--- src/rtl/sigdiv_pkg.sv ---
// Shared constants and state encoding for the binary16 significand divider.
package sigdiv_pkg;
  localparam int SIG_W = 11;
  localparam int GUARD = 3;
  localparam int Q_W   = SIG_W + GUARD;

  typedef enum logic [1:0] {
    IDLE = 2'd0,
    BUSY = 2'd1,
    DONE = 2'd2
  } state_t;

  // Quotient presented for a zero divisor.
  localparam logic [Q_W-1:0] DZ_Q = '1;
endpackage

--- src/rtl/claN.sv ---
// N-bit carry-lookahead adder: every carry is its own generate/propagate expression.
module claN #(
  parameter int N = 4
) (
  input  logic [N-1:0] x,
  input  logic [N-1:0] y,
  input  logic         cin,
  output logic [N-1:0] s,
  output logic         cout
);
  logic [N-1:0] g, p;
  logic [N:0]   c;

  assign g = x & y;
  assign p = x ^ y;

  always_comb begin
    c    = '0;
    c[0] = cin;
    for (int i = 0; i < N; i++) begin
      logic acc;
      acc = cin;
      for (int j = 0; j <= i; j++) acc = g[j] | (p[j] & acc);
      c[i+1] = acc;
    end
  end

  assign s    = p ^ c[N-1:0];
  assign cout = c[N];
endmodule

--- src/rtl/sigdiv_step.sv ---
// One restoring-division step: trial subtract r - b; the carry-out is the quotient bit.
module sigdiv_step #(
  parameter int SIG_W = 11
) (
  input  logic [SIG_W:0]   r,
  input  logic [SIG_W-1:0] b,
  output logic             qbit,
  output logic [SIG_W:0]   r_next
);
  logic [SIG_W:0] diff;

  claN #(.N(SIG_W+1)) u_sub (
    .x   (r),
    .y   (~{1'b0, b}),
    .cin (1'b1),
    .s   (diff),
    .cout(qbit)
  );

  assign r_next = qbit ? diff : r;
endmodule

--- src/rtl/sigdiv_10.sv ---
// Sequential radix-2 restoring divider: q = floor(a * 2^(Q_W-1) / b) plus sticky, one bit per clock.
module sigdiv_10
  import sigdiv_pkg::*;
#(
  parameter int SIG_W = sigdiv_pkg::SIG_W,
  parameter int GUARD = sigdiv_pkg::GUARD
) (
  input  logic                   clk,
  input  logic                   rst,
  input  logic                   in_valid,
  output logic                   in_ready,
  input  logic [SIG_W-1:0]       a,
  input  logic [SIG_W-1:0]       b,
  output logic                   out_valid,
  input  logic                   out_ready,
  output logic [SIG_W+GUARD-1:0] q,
  output logic                   sticky,
  output logic                   dz
);
  localparam int QW = SIG_W + GUARD;
  localparam int CW = $clog2(QW);

  state_t          state;
  logic [CW-1:0]   count;
  logic [SIG_W:0]  r;
  logic [SIG_W-1:0] div;
  logic [QW-1:0]   q_r;
  logic            sticky_r, dz_r;
  logic            qbit;
  logic [SIG_W:0]  r_next;

  sigdiv_step #(.SIG_W(SIG_W)) u_step (
    .r     (r),
    .b     (div),
    .qbit  (qbit),
    .r_next(r_next)
  );

  assign in_ready  = (state == IDLE);
  assign out_valid = (state == DONE);
  assign q         = q_r;
  assign sticky    = sticky_r;
  assign dz        = dz_r;

  always_ff @(posedge clk or posedge rst) begin
    if (rst) begin
      state    <= IDLE;
      count    <= '0;
      r        <= '0;
      div      <= '0;
      q_r      <= '0;
      sticky_r <= 1'b0;
      dz_r     <= 1'b0;
    end else begin
      case (state)
        IDLE: if (in_valid) begin
          r        <= {1'b0, a};
          div      <= b;
          dz_r     <= (b == '0);
          count    <= CW'(QW - 1);
          q_r      <= '0;
          sticky_r <= 1'b0;
          state    <= BUSY;
        end
        BUSY: begin
          q_r[count] <= qbit;
          // r < 2b holds for normalised b, so the dropped MSB is always zero.
          r <= {r_next[SIG_W-1:0], 1'b0};
          if (count == '0) begin
            state <= DONE;
            if (dz_r) begin
              q_r      <= QW'(DZ_Q);
              sticky_r <= 1'b1;
            end else begin
              sticky_r <= |r_next;
            end
          end else begin
            count <= count - 1'b1;
          end
        end
        DONE: if (out_ready) state <= IDLE;
        default: state <= IDLE;
      endcase
    end
  end
endmodule

--- config.mk ---
export PLATFORM = sky130hd
export DESIGN_NAME = sigdiv_10
export DESIGN_NICKNAME = d
export VERILOG_FILES = /design/src/rtl/sigdiv_pkg.sv /design/src/rtl/claN.sv /design/src/rtl/sigdiv_step.sv /design/src/rtl/sigdiv_10.sv
export SDC_FILE = /design/constraint.sdc
export NUM_CORES = 1
export LEC_CHECK = 0
export CORE_UTILIZATION = 53
export CTS_CLUSTER_SIZE = 40
export DETAILED_ROUTE_END_ITERATION = 7
export PLACE_DENSITY = 0.91
export SLEW_MARGIN = 20
export SYNTH_ARGS = -nofsm -noshare
export SYNTH_HDL_FRONTEND = slang
export SYNTH_SLANG_ARGS = --single-unit
--- constraint.sdc ---
create_clock -name clk -period 6.7 [get_ports clk]
set_clock_uncertainty 0.15 [all_clocks]
set_input_delay 1.34 -clock clk [delete_from_list [all_inputs] [get_ports clk]]
set_output_delay 1.34 -clock clk [all_outputs]
set_load 0.01 [all_outputs]
==> impl_metrics.py <==
metrics = {
    "clock_tree": {
        "cts_tree": "yes",
        "path_clk_slew_ns": 0.08,
        "numCtsBuffers": 5,
        "post_cts_resized": 0,
        "root_buffer": "clkbuf_8",
        "postCtsSetupBuffers": 0,
        "numClockSinks": 45,
        "htree_levels": 2,
        "insertion_delay_ns": 0.31,
        "cts-hold-fix-buffers": 0,
        "clockBufferDepth": 2,
    },
    "yosys": {
        "synth_cell_types": 40,
        "yosys_warnings": 0,
        "synth_area_mm2": 0.00254,
        "synth_edf_count": 0,
        "synth-seq-cells": 45,
        "netlist_instances": 267,
        "synth.area.top_cells": "dfrtp_1 (44%), fa_1 (7.9%), nand2_1 (5.8%)",
        "synth.avg_cell_area_um2": 9.50,
        "synth_top_area_cell": "dfrtp_1",
        "syn_nets": 309,
        "yosysSeqAreaShare_pct": 44.4,
        "synthFlopType": "dfrtp_1",
        "async_reset_ff_share_pct": 100,
        "yosysTopAreaCellShare_pct": 44.4,
    },
    "floorplanning": {
        "initial_core_util_pct": 56.7,
        "die_h_um": 71.2,
        "die_w_um": 71.2,
        "core_mm2": 0.00447,
        "rows": 24,
        "io_pins": 44,
        "die-area_mm2": 0.00507,
    },
    "setup_path": {
        "cp_common_cell": "fa_1",
        "crit_family": "adder cells",
        "crit_start": "r[0]$_DFFE_PP0P_",
        "end_kind": "register",
        "crit_chain": "inv_1 > ha_1 > fa_1 > fa_1 > fa_1 > fa_1 > fa_1 > fa_1 > fa_1 > fa_1 > fa_1 > inv_1 > fa_1 > nand4b_1 > or3_1 > a2111oi_2 > o21ai_1",
        "arrival_ns": 6.10,
        "path_buf_inv": 2,
        "start_kind": "register",
        "regToRegStartpoint": "r[0]$_DFFE_PP0P_",
        "cp_max_fo": 3,
        "crit_path_max_incr_delay_ns": 0.46,
        "path_class": "register to register",
        "crit_slowest_cell": "fa_1",
        "worstPathRequired_ns": 6.74,
    },
    "placement": {
        "dp_cells": 346,
        "port_buffers": 43,
        "detailedPlacementHpwl_um": 4280,
        "place_congestion": 0.945,
    },
    "sta": {
        "worstMarginPinSlew_ns": 0.900,
        "fin_crit_ns": 6.06,
        "drv_slew": 0,
        "finalSetupTns_ns": 0,
        "timing.final.crit_share_pct": 90.5,
        "slew_headroom_pct": 39.9,
        "fmax_ghz": 0.165,
        "rsz0062_at_grt": "false",
        "final-setup-viol-count": 0,
        "finalHoldViolations": 0,
    },
    "run_status": {
        "status": "finished, violations left",
        "violations": "DRC",
    },
    "global_routing": {
        "grt_pass1_vias": 2042,
        "grt_pass1_wl_um": 9960,
        "antenna_found_initial": 0,
        "grt-ovfl-total": 0,
        "grt_usage_pct": 25.9,
        "grt_max_degree": 46,
    },
    "final_layout": {
        "num-fill-cells": 346,
        "diodes": 0,
        "fin_nets": 343,
        "drive_gt1_share_pct": 5.96,
        "multi_input_area_mm2": 0.00128,
        "syn_to_final_growth_pct": 21.2,
        "ff_latch_area_mm2": 0.00113,
        "finalNonFillerCells": 354,
        "final_util_pct": 68.7,
    },
    "power_and_ir_drop": {
        "ir_worst_vdd_v": 0.000219,
        "powerDensity_mw_per_mm2": 527,
        "leakage_nw": 1.34,
        "power.total_mw": 1.62,
    },
    "drt": {
        "routedWlPerCell_um": 16.9,
        "drc": 2,
        "drt_iter0_drc": 282,
        "viasPerCell": 6.01,
        "num_vias": 2127,
        "first_pass_iters": 7,
        "wl_um": 5970,
        "antenna_left": 0,
    },
    "hold_path": {
        "min-delay-start": "div[0]$_DFFE_PP0P_",
        "hold_path_class": "register to register",
    },
    "job": {
        "drv_cap": 0,
    },
}
==> power by group <==
group	switching (mW)	internal (mW)
registers	0.129	0.397
logic	0.475	0.435
clock network	0.0910	0.0932
==> layout make-up <==
cell class,count,share of cell area [%]
Multi-Input combinational cell,188,41.5
Sequential cell,45,36.6
Timing Repair Buffer,45,14.5
Clock buffer,7,3.13
Tap cell,52,2.12
Inverter,16,1.95
Clock inverter,1,0.163
==> layer usage <==
metal | vias up | global-route usage (%) | wire, µm
met4 | 0 | 10.2 | 112
met3 | 11 | 6.55 | 403
met5 | - | 0 | 0
li1 | 1014 | - | -
met2 | 99 | 39.6 | 2880
met1 | 1003 | 35.6 | 2580
==> placed cells by master (no fill, tap or decap), drive strengths merged, types with 2 or more instances in the layout <==
| cell | instances |
|---|---|
| dfrtp | 45 |
| clkdlybuf4s50 | 43 |
| nand2 | 39 |
| nor2 | 20 |
| a21oi | 18 |
| inv | 16 |
| a211oi | 11 |
| a221o | 10 |
| fa | 10 |
| o21ai | 10 |
| nand3 | 8 |
| nor4 | 7 |
| clkbuf | 7 |
| ha | 6 |
| nor3 | 5 |
| a311oi | 5 |
| nand2b | 4 |
| and3 | 4 |
| a31oi | 4 |
| nand3b | 4 |
| o221a | 4 |
| nor2b | 3 |
| and2 | 2 |
| buf | 2 |
| or2 | 2 |
==> path summary, 6_finish.rpt <==
kind / to / slack [ns] / cells past startpoint
worst max-delay path: sticky$_DFFE_PP0P_ / 0.64 / 17
worst min-delay path: div[0]$_DFFE_PP0P_ / 0.35 / 2
worst max register to register: sticky$_DFFE_PP0P_ / 0.64 / 17
worst min register to register: div[0]$_DFFE_PP0P_ / 0.35 / 2
max in group asynchronous: r[2]$_DFFE_PP0P_ / 4.69 / 3
min in group asynchronous: q[2]$_DFFE_PP0P_ / 1.33 / 3
==> through the flow <==
| stage | cell area, µm² | hold WS [ns] | setup slack (ns) |
|---|---|---|---|
| floorplan | 2540 | 0.300 | 1.01 |
| global route | 3070 | 0.381 | 0.363 |
| detailed placement | 2970 | 0.327 | 0.665 |
| global placement | 2970 | 0.317 | 0.934 |
| finish | 3070 | 0.347 | 0.636 |
| CTS | 3070 | 0.348 | 0.677 |
==> worst register-to-register path: stages (launching register included) <==
cell and delay [ns]:
dfrtp_1 0.38, inv_1 0.07, ha_1 0.21, fa_1 0.40, fa_1 0.39, fa_1 0.39, fa_1 0.40, fa_1 0.40
fa_1 0.41, fa_1 0.43, fa_1 0.41, fa_1 0.37, inv_1 0.08, fa_1 0.46, nand4b_1 0.19, or3_1 0.38
a2111oi_2 0.37, o21ai_1 0.09
==> Yosys cell counts, types with 6 or more instances <==
cell,n
a211oi_1,11
a21oi_1,18
a221o_1,10
clkbuf_1,13
dfrtp_1,45
fa_1,10
ha_1,6
inv_1,16
nand2_1,39
nand3_1,8
nor2_1,18
nor4_1,7
o21ai_0,7
==> logic make-up (layout without fill, tap and decap cells) <==
logic type	after synthesis	count (layout)	share of synthesized area (%)
simple gates	103	103	19.7
xor+xnor	1	1	0.345
compound gates	67	67	19.0
flops	45	45	44.4
mux	1	1	0.395
buf+inv	34	69	5.28
fa+ha+maj	16	16	10.9
==> registers in the layout (all words and copies together) (netlist names) <==
signal,count
r,12
count,4
dz,1
sticky,1
state,2
q,14
div,11
No activity file was read; power rests on OpenSTA's default activity.
